==> src/rtl/pulse_train_ctrl.sv <==
// ============================================================================
// Module   : pulse_train_ctrl
// Purpose  : Generates a train of count pulses, each high_len cycles high and
//            max(low_len,1) cycles low, with abort and a completion strobe.
// Revision : 1.0 - initial release
// ============================================================================
`default_nettype none

module pulse_train_ctrl #(
    parameter int W = 8
) (
    input  logic         clock,
    input  logic         clear,
    input  logic         start,
    input  logic         abort,
    input  logic [W-1:0] high_len,
    input  logic [W-1:0] low_len,
    input  logic [W-1:0] count,
    output logic         signal,
    output logic         busy,
    output logic         done,
    output logic [W-1:0] emitted
);

    typedef enum logic [1:0] {
        S_IDLE = 2'd0,
        S_HIGH = 2'd1,
        S_LOW  = 2'd2,
        S_DONE = 2'd3
    } state_t;

    state_t       r_state;
    logic [W-1:0] r_high_len;
    logic [W-1:0] r_low_len;
    logic [W-1:0] r_count;
    logic [W-1:0] r_phase;
    logic [W-1:0] w_low_m1;

    // A zero low length is stretched to a single cycle.
    assign w_low_m1 = (r_low_len == '0) ? '0 : r_low_len - 1'b1;

    always_ff @(posedge clock or negedge clear) begin
        if (!clear) begin
            r_state    <= S_IDLE;
            r_high_len <= '0;
            r_low_len  <= '0;
            r_count    <= '0;
            r_phase    <= '0;
            signal     <= 1'b0;
            busy       <= 1'b0;
            done       <= 1'b0;
            emitted    <= '0;
        end else begin
            case (r_state)
                S_IDLE: begin
                    signal <= 1'b0;
                    busy   <= 1'b0;
                    done   <= 1'b0;
                    if (start && !abort) begin
                        r_high_len <= high_len;
                        r_low_len  <= low_len;
                        r_count    <= count;
                        if (count == '0 || high_len == '0) begin
                            r_state <= S_DONE;
                            emitted <= '0;
                            done    <= 1'b1;
                        end else begin
                            r_state <= S_HIGH;
                            r_phase <= high_len - 1'b1;
                            emitted <= {{(W-1){1'b0}}, 1'b1};
                            signal  <= 1'b1;
                            busy    <= 1'b1;
                        end
                    end
                end
                S_HIGH: begin
                    if (abort) begin
                        r_state <= S_IDLE;
                        signal  <= 1'b0;
                        busy    <= 1'b0;
                    end else if (r_phase != '0) begin
                        r_phase <= r_phase - 1'b1;
                    end else if (emitted == r_count) begin
                        r_state <= S_DONE;
                        signal  <= 1'b0;
                        busy    <= 1'b0;
                        done    <= 1'b1;
                    end else begin
                        r_state <= S_LOW;
                        r_phase <= w_low_m1;
                        signal  <= 1'b0;
                    end
                end
                S_LOW: begin
                    if (abort) begin
                        r_state <= S_IDLE;
                        busy    <= 1'b0;
                    end else if (r_phase != '0) begin
                        r_phase <= r_phase - 1'b1;
                    end else begin
                        r_state <= S_HIGH;
                        r_phase <= r_high_len - 1'b1;
                        emitted <= emitted + 1'b1;
                        signal  <= 1'b1;
                    end
                end
                default: begin
                    r_state <= S_IDLE;
                    signal  <= 1'b0;
                    busy    <= 1'b0;
                    done    <= 1'b0;
                end
            endcase
        end
    end

endmodule

`default_nettype wire

==> config.mk <==
export PLATFORM = sky130hd
export DESIGN_NAME = pulse_train_ctrl
export DESIGN_NICKNAME = d
export VERILOG_FILES = /design/src/rtl/pulse_train_ctrl.sv
export SDC_FILE = /design/constraint.sdc
export NUM_CORES = 1
export LEC_CHECK = 0
export BUFFER_PORTS_ARGS = -buffer_cell sky130_fd_sc_hd__buf_2
export CAP_MARGIN = 20
export CORE_MARGIN = 10
export CORE_UTILIZATION = 35
export DETAILED_ROUTE_END_ITERATION = 16
export PLACE_DENSITY = 0.51
export SYNTH_ARGS = -nofsm -noshare
export SYNTH_HDL_FRONTEND = slang
export SYNTH_SLANG_ARGS = --single-unit
export TNS_END_PERCENT = 10
==> constraint.sdc <==
create_clock -name clock -period 4.54 [get_ports clock]
set_input_delay 0.454 -clock clock [delete_from_list [all_inputs] [get_ports clock]]
set_output_delay 0.454 -clock clock [all_outputs]
set_load 0.1 [all_outputs]
* Word level (Yosys, flattened, before mapping)
Index checks and enable logic that the tools add are counted.
Operators by class: equal/unequal tests 15, bitwise gates (word level) 1, reduce and logical (&&, ||, !) cells 17, mux-type cells 40, $add $sub $neg 5
Operators by type and width (number):
- $mux 8 | 11
- $sub 8x1->8 const B | 4
- $logic_not 8->1 | 3
- $pmux 8 s3 | 1
- $mux 1 | 17
- $ne 2x2->1 const B | 8
- $pmux 8 s2 | 1
- $mux 2 | 6
- $ne 3x3->1 const B | 4
- $pmux 1 s3 | 3
- $reduce_and 3->1 | 3
- $add 8x1->8 const B | 1
- $eq 8x8->1 | 1
- $reduce_and 4->1 | 2
- $reduce_bool 8->1 | 1
- $pmux 2 s3 | 1
- $reduce_and 6->1 | 1
- $reduce_bool 3->1 | 1
- $eq 2x1->1 const B | 1
- $eq 2x2->1 const B | 1
- $logic_not 2->1 | 1
- $reduce_and 2->1 | 1
- $reduce_bool 2->1 | 1
- $logic_and 1x1->1 | 1
- 3 further kinds | 3
Word-level totals: flip-flop bits (word level) 45, word-level logic and storage cells 87

* Depth between registers and ports, before layout
Gate-level depths: netlist of the first run.
depth in word-level cells 6, depth in mapped cells 8

* Worst setup path before layout of the first run
OpenSTA, ideal clock, no wires.
kind register to register, from register emitted[2], to register r_phase[5], data arrival time 2.449 ns, period minus slack after synthesis 2.560 ns, setup time 0.110 ns, path slack 1.980 ns, path buffers 2, stages on the path, launching flop included 8, required time 4.430 ns, cells stage by stage dfrtp_1 clkbuf_1 xor2_1 nor4_1 and4_2 or3_4 buf_12 o41ai_1
On the way: word-level cells in the longest chain between the ends 3
RTL lines:
- from (decl) | line 22 | output logic [W-1:0] emitted
- from (signal assigned) | line 70 | emitted <= {{(W-1){1'b0}}, 1'b1};
- from (signal assigned) | line 103 | emitted <= emitted + 1'b1;
- $eq 8x8->1 | line 83 | end else if (emitted == r_count) begin
- $ne 3x3->1 (no line)
- $reduce_and 6->1 (no line)
- to (signal assigned) | line 82 | r_phase <= r_phase - 1'b1;
- to (signal assigned) | line 90 | r_phase <= w_low_m1;
- to (signal assigned) | line 99 | r_phase <= r_phase - 1'b1;
- to (decl) | line 36 | logic [W-1:0] r_phase;
No other way between the ends. A chain may end at the register's enable or synchronous reset.

* Worst setup path in the final report of the first run
from register r_phase[0], to register r_phase[2]
On the way: word-level cells in the longest chain between the ends 4, elaborated cells on any way between the ends 9, classes of those cells add/sub: 1; eq/ne: 1; mux: 5; reduce/logical: 2
RTL lines:
- from (signal assigned) | line 69 | r_phase <= high_len - 1'b1;
- from (signal assigned) | line 82
- from (signal assigned) | line 90
- $sub 8x1->8 / $reduce_bool 8->1 (equally long branches)
- $mux 8, on equally long branches | line 98, 81
- $mux 8, on equally long branches | line 95, 77
- $pmux 8 s3 | line 54 | case (r_state)
Several ways; a longest one is shown, not always the timed one. The select of a mux whose other input is x is not followed.

==> flow_metrics.tcl, run 1 <==
set metrics [dict create \
    post_cts_buffers 0 \
    cp.required_ns 4.74 \
    core_area_um2 8640 \
    clk_pin_slew_worst_paths_ns 0.09 \
    ys_seq_area_frac 0.366 \
    critPathMaxFanout 14 \
    drc_errors 0 \
    fin_tns_setup_ns 0 \
    synth_area_leader_cell "dfrtp_1" \
    synth_edf_count 0 \
    max-vdd-ir-drop_uv 234 \
    yosysMostFrequentCell "dfrtp_1" \
    r2r_end "r_phase[2]$_DFFE_PN0P_" \
    setup_violations 0 \
    period_needed_ns 2.82 \
    worst_slew_pin_slew_ns 0.881 \
    finalHoldViolCount 0 \
    fmax_mhz 354 \
    crit_path_end "r_phase[2]$_DFFE_PN0P_" \
    reg2regPathDepth 7 \
    io_buffers 38 \
    slew_violations 0 \
    place_congestion 0.911 \
    rrSetupSlack_ns 1.72 \
    htreeDepth 2 \
    p_per_area_nw_per_um2 664 \
    synth_nets 351 \
    post_synth_num_cell_types 66 \
    syn_to_final_growth_pct 12.6 \
    cts_hold_buf 0 \
    wire_per_inst_um 17.7 \
    dr.first_iter.drc_count 144 \
    die-height_um 114 \
    rsz0062_at_grt "false" \
    finalWorstSetupSlack_ns 1.72 \
    final_cells 454 \
    syn_area_um2 3080 \
    nets 385 \
    via_count 2531 \
    grt_start_max_net_pins 46 \
    hpwl_um 6040 \
    setup.worst_path.start "r_phase[0]$_DFFE_PN0P_" \
    num_rows 34 \
    relSlewSlack 0.412 \
    period_share 0.622 \
    start_kind "flip-flop" \
    avgSynthCellArea_um2 9.89 \
    ys_seq_elements 45 \
    antennaDiodeCount 0 \
    dieArea_um2 12900 \
    ios 39 \
    grt_pass1_wl_um 13500 \
    reg2reg_from "r_phase[0]$_DFFE_PN0P_" \
    routed_via_density 5.57 \
    end_kind "flip-flop" \
    arrival_ns 3.02 \
    wl_um 8060 \
    clock_path_buffers 2 \
    start_util 0.356 \
    synthFlopType "dfrtp_1" \
    worstHoldPathType "in -> async" \
    synth_top_cells_by_count "45 x dfrtp_1, 24 x mux2_2, 20 x o21ai_0" \
    root_buffer "clkbuf_8" \
    clock_skew_ns 0.00879 \
    synth_cells 311 \
    power_mw 2.30 \
    ys_top_cells_by_area "dfrtp_1 37%, mux2_2 8.8%, ha_1 4.9%, xor2_1 4.6%, o21ai_0 3.3%" \
    cellLeakagePower_nw 1.50 \
    maxCapViolations 0 \
    grt_remaining_overflow 0 \
    dpl_worst_slack_ns 1.83 \
    synth-warning-count 0 \
    placed_cells 445 \
    outcome "finished, final reports clean" \
    grt_pass1_vias 2558 \
    cts.sinks 45 \
    grtUsageTotal 0.127 \
    clk_latency_ns 0.31 \
    die_w_um 114 \
    cts.repair.resized 0 \
    drt-pass1-iter-count 4 \
    cts_made_buffers 5 \
    antenna_found_initial 0 \
    postRouteAntennaNets 0 \
    ys_async_sr_fraction 1.00 \
    synth_top_cell_area_share 0.366 \
    cts_tree "done" \
    critPathKind "reg -> reg" \
    drive_above_1_share 0.272 \
]
[through the flow]
step	hold slack [ns]	instance area (µm²)	utilization
3_3_place_gp	0.493	3320	0.385
4_1_cts	0.363	3440	0.399
3_5_place_dp	0.504	3320	0.385
5_1_grt	0.137	3460	0.401
2_1_floorplan	0.158	3080	-
6_report	0.109	3460	0.401
[cell type report]
| cell class | count | area, µm² |
|---|---|---|
| Tap cell | 108 | 135 |
| Fill cell | 872 | 5170 |
| Clock buffer | 6 | 82.6 |
| Multi-Input combinational cell | 234 | 1790 |
| Clock inverter | 2 | 37.5 |
| Sequential cell | 45 | 1130 |
| Inverter | 19 | 71.3 |
| Timing Repair Buffer | 40 | 218 |
[layer usage]
metal  share of wire  global-route usage  vias up
met5               0                   0        -
met4           0.013              0.0355        0
met3           0.052              0.0341       10
met2            0.46               0.202       63
met1            0.47               0.164     1224
li1                -                   -     1234
[logic make-up (layout without fill, tap and decap cells)]
group	after synthesis	in the layout	share of synthesized area
and+or+nand+nor	95	95	0.181
muxes	31	31	0.117
buffers and inverters	32	67	0.0512
DFF	45	45	0.366
AOI/OAI and AO/OA	77	77	0.182
adders and majority gates	12	12	0.0488
xor gates and xnor gates	19	19	0.0541
[cell usage in the layout (no fill, tap or decap), types with 8 or more instances in the layout]
master,Yosys,routed
buf_2,0,38
ha_1,12,12
nand2_1,16,16
o21ai_0,20,20
xor2_1,16,16
o31ai_1,9,9
dfrtp_1,45,45
nor2_1,13,13
nor4_1,8,8
inv_1,19,19
mux2_2,24,24
nand3_1,13,13
[power by group]
group,total [mW],internal [mW],switching (mW)
sequential,0.785,0.572,0.213
clock,0.327,0.179,0.148
combinational,1.19,0.517,0.670
total,2.30,1.27,1.03
[sequential cells by signal, indices dropped and copies added (netlist names)]
| name | cells |
|---|---|
| emitted | 8 |
| done | 1 |
| r_state | 2 |
| r_low_len | 8 |
| r_high_len | 8 |
| busy | 1 |
| r_count | 8 |
| signal | 1 |
| r_phase | 8 |
[critical path, stage by stage, from the launching register on]
cell and delay (ns):
dfrtp_1 0.43, inv_1 0.14, ha_1 0.22, nor3b_1 0.54
nand2_1 0.46, o311ai_0 0.50, a31oi_1 0.14, mux2_4 0.28
[worst min path at each step]
stage / start / slack, ns / cells after the start / end
after CTS: low_len[3] / 0.36 / 2 / r_low_len[3]$_DFFE_PN0P_
after detailed placement: busy$_DFFE_PN0P_ / 0.50 / 1 / busy$_DFFE_PN0P_
after global routing: clear / 0.14 / 1 / r_phase[0]$_DFFE_PN0P_
final: clear / 0.11 / 1 / r_phase[0]$_DFFE_PN0P_
after floorplan: clear / 0.16 / 0 / busy$_DFFE_PN0P_
after global placement: busy$_DFFE_PN0P_ / 0.49 / 1 / busy$_DFFE_PN0P_
(Power assumes the default switching activity.)
==> run 2, diff against run 1 <==
--- a/config.mk
+++ b/config.mk
@@ -5,6 +5,7 @@
 export SDC_FILE = /design/constraint.sdc
 export NUM_CORES = 1
 export LEC_CHECK = 0
+export ABC_AREA = 1
 export BUFFER_PORTS_ARGS = -buffer_cell sky130_fd_sc_hd__buf_2
 export CAP_MARGIN = 20
 export CORE_MARGIN = 10
==> constraint.sdc (replaced) <==
create_clock -name clock -period 2.8 [get_ports clock]
set_input_delay 0.28 -clock clock [delete_from_list [all_inputs] [get_ports clock]]
set_output_delay 0.28 -clock clock [all_outputs]
set_load 0.1 [all_outputs]
==> run 2 against run 1 <==
Sequential share of layout area is 0.58 points lower; area after synthesis is 0.37% higher; via count is 12% higher; cell count is 30% higher; worst setup slack worse by 0.84 ns; clock-buffer cell count is 1 lower; maximum frequency is 46% higher; sequential power is 50% higher; non-clock buffer count is 3 higher.
==> flow_metrics.tcl, run 2 <==
set metrics [dict create \
    routed_via_density 4.81 \
    p_per_area_nw_per_um2 1040 \
    critPathMaxFanout 28 \
    worst_slew_pin_slew_ns 0.493 \
    via_count 2835 \
    grtUsageTotal 0.132 \
    antennaDiodeCount 0 \
    ys_seq_elements 45 \
    maxCapViolations 0 \
    grt_pass1_vias 2792 \
    crit_buf_inv 2 \
    setup_violations 0 \
    end_kind "flip-flop" \
    cts.sinks 45 \
    nets 521 \
    rsz0062_at_grt "false" \
    final_cells 590 \
    clk_pin_slew_worst_paths_ns 0.09 \
    io_buffers 38 \
    finalHoldViolCount 0 \
    synth_top_cells_by_count "131 x nand2_1, 53 x inv_1, 45 x dfrtp_1" \
    final_cell_mix "131 x nand2_1, 53 x inv_1, 45 x dfrtp_1" \
    grt_pass1_wl_um 14100 \
    wl_met1_um 4050 \
    finalWorstSetupSlack_ns 0.873 \
    postRouteAntennaNets 0 \
    syn_to_final_growth_pct 14.2 \
    ys_async_sr_fraction 1.00 \
    stdcell_area_um2 3530 \
    slowest_delay_ns 0.43 \
    synth-warning-count 0 \
    period_needed_ns 1.93 \
    clk_latency_ns 0.30 \
    dieArea_um2 13000 \
    clock_path_buffers 2 \
    yosysMostFrequentCell "nand2_1" \
    final_util 0.408 \
    synth_area_leader_cell "dfrtp_1" \
    ys_top_cells_by_area "dfrtp_1 36%, nand2_1 16%, inv_1 6.4%, o21ai_0 5.5%, nor2_1 5.0%" \
    die_w_um 114 \
    ios 39 \
    synthFlopType "dfrtp_1" \
    power_mw 3.68 \
    start_util 0.358 \
    dpl_worst_slack_ns 0.902 \
    num_rows 34 \
    relSlewSlack 0.673 \
    syn_area_um2 3090 \
    wl_met2_um 3890 \
    place_congestion 0.807 \
    mostFrequentLayoutCell "nand2_1" \
    cts_made_buffers 5 \
    synth_nets 477 \
    placed_cells 580 \
    drc_errors 0 \
    place_area_um2 3410 \
    die-height_um 114 \
    avgSynthCellArea_um2 7.07 \
    post_synth_num_cell_types 32 \
    wl_um 8410 \
    period_share 0.688 \
    cp.required_ns 3.00 \
    core_area_um2 8640 \
    grt_remaining_overflow 0 \
    whs_ns 0.184 \
    crit_chain "inv_1 -> ha_1 -> nand3_2 -> buf_4 -> o21ai_4 -> nand2_4 -> a21oi_1 -> o21ai_0 -> o21a_1" \
    top_layer_used "met4" \
    max-vdd-ir-drop_uv 360 \
    dr.first_iter.drc_count 144 \
    hpwl_um 6460 \
    outcome "finished, final reports clean" \
    root_buffer "clkbuf_8" \
    synth_edf_count 0 \
    critPathKind "reg -> reg" \
    antenna_found_initial 0 \
    fin_tns_setup_ns 0 \
    wl_met3_um 389 \
    ys_seq_area_frac 0.365 \
    crit_slowest_cell "dfrtp_1" \
    synth_cells 437 \
    fmax_mhz 519 \
    clock_skew_ns 0.0145 \
    synth_top_cell_area_share 0.365 \
    worstHoldPathType "in -> reg" \
    start_kind "flip-flop" \
    cellLeakagePower_nw 1.82 \
    crit_family "compound AO/OA/AOI/OAI gates" \
    arrival_ns 2.13 \
    drive_above_1_share 0.154 \
    slew_violations 0 \
    cts_tree "done" \
    drt-pass1-iter-count 5 \
    htreeDepth 2 \
    post_cts_buffers 0 \
    wire_per_inst_um 14.2 \
    grt_start_max_net_pins 46 \
]
-- run 2: cell families after synthesis --
group,share of synthesized area
xor+xnor,0.0596
compound gates,0.115
buf+inv,0.0766
fa+ha+maj,0.0486
simple gates,0.336
flops,0.365
-- run 2: repair_timing --
action / 4_1_cts / 5_1_grt
gates resized for setup: 0 / 0
hold buffers: 0 / 1
endpoints found under the hold margin: 0 / 13
-- run 2: worst reg2reg max path, cell delays in order (launching register included) --
cell and delay (ns):
dfrtp_1 0.43, inv_1 0.09, ha_1 0.34, nand3_2 0.11, buf_4 0.24, o21ai_4 0.10, nand2_4 0.11, a21oi_1 0.17
o21ai_0 0.12, o21a_1 0.12
-- run 2: final timing paths --
path	startpoint	to	slack (ns)	depth (start not counted)
min reg2reg	r_high_len[1]$_DFFE_PN0P_	r_high_len[1]$_DFFE_PN0P_	0.51	2
min in group asynchronous	clear	r_high_len[2]$_DFFE_PN0P_	0.41	2
max reg2reg	r_state[0]$_DFFE_PN0P_	emitted[4]$_DFFE_PN0P_	0.87	9
min	count[3]	r_count[3]$_DFFE_PN0P_	0.18	3
max in group asynchronous	clear	r_phase[6]$_DFFE_PN0P_	1.88	3
max	r_state[0]$_DFFE_PN0P_	emitted[4]$_DFFE_PN0P_	0.87	9
-- run 2: power by group --
part / switching, mW / leakage, nW / total [mW] / internal (mW)
combinational: 1.42 / 1.21 / 2.08 / 0.662
clock: 0.245 / 0.0439 / 0.418 / 0.173
sequential: 0.257 / 0.569 / 1.18 / 0.921
-- run 2: layer usage --
layer	up-vias	GRT usage
li1	1472	-
met1	1295	0.182
met2	59	0.208
met3	9	0.0210
met4	0	0.0334
met5	-	0
-- run 2: final cells by class --
cell class / count / area (µm²)
Inverter: 56 / 210
Fill cell: 946 / 5110
Sequential cell: 45 / 1130
Tap cell: 108 / 135
Timing Repair Buffer: 43 / 243
Multi-Input combinational cell: 330 / 1730
Clock inverter: 3 / 17.5
Clock buffer: 5 / 68.8
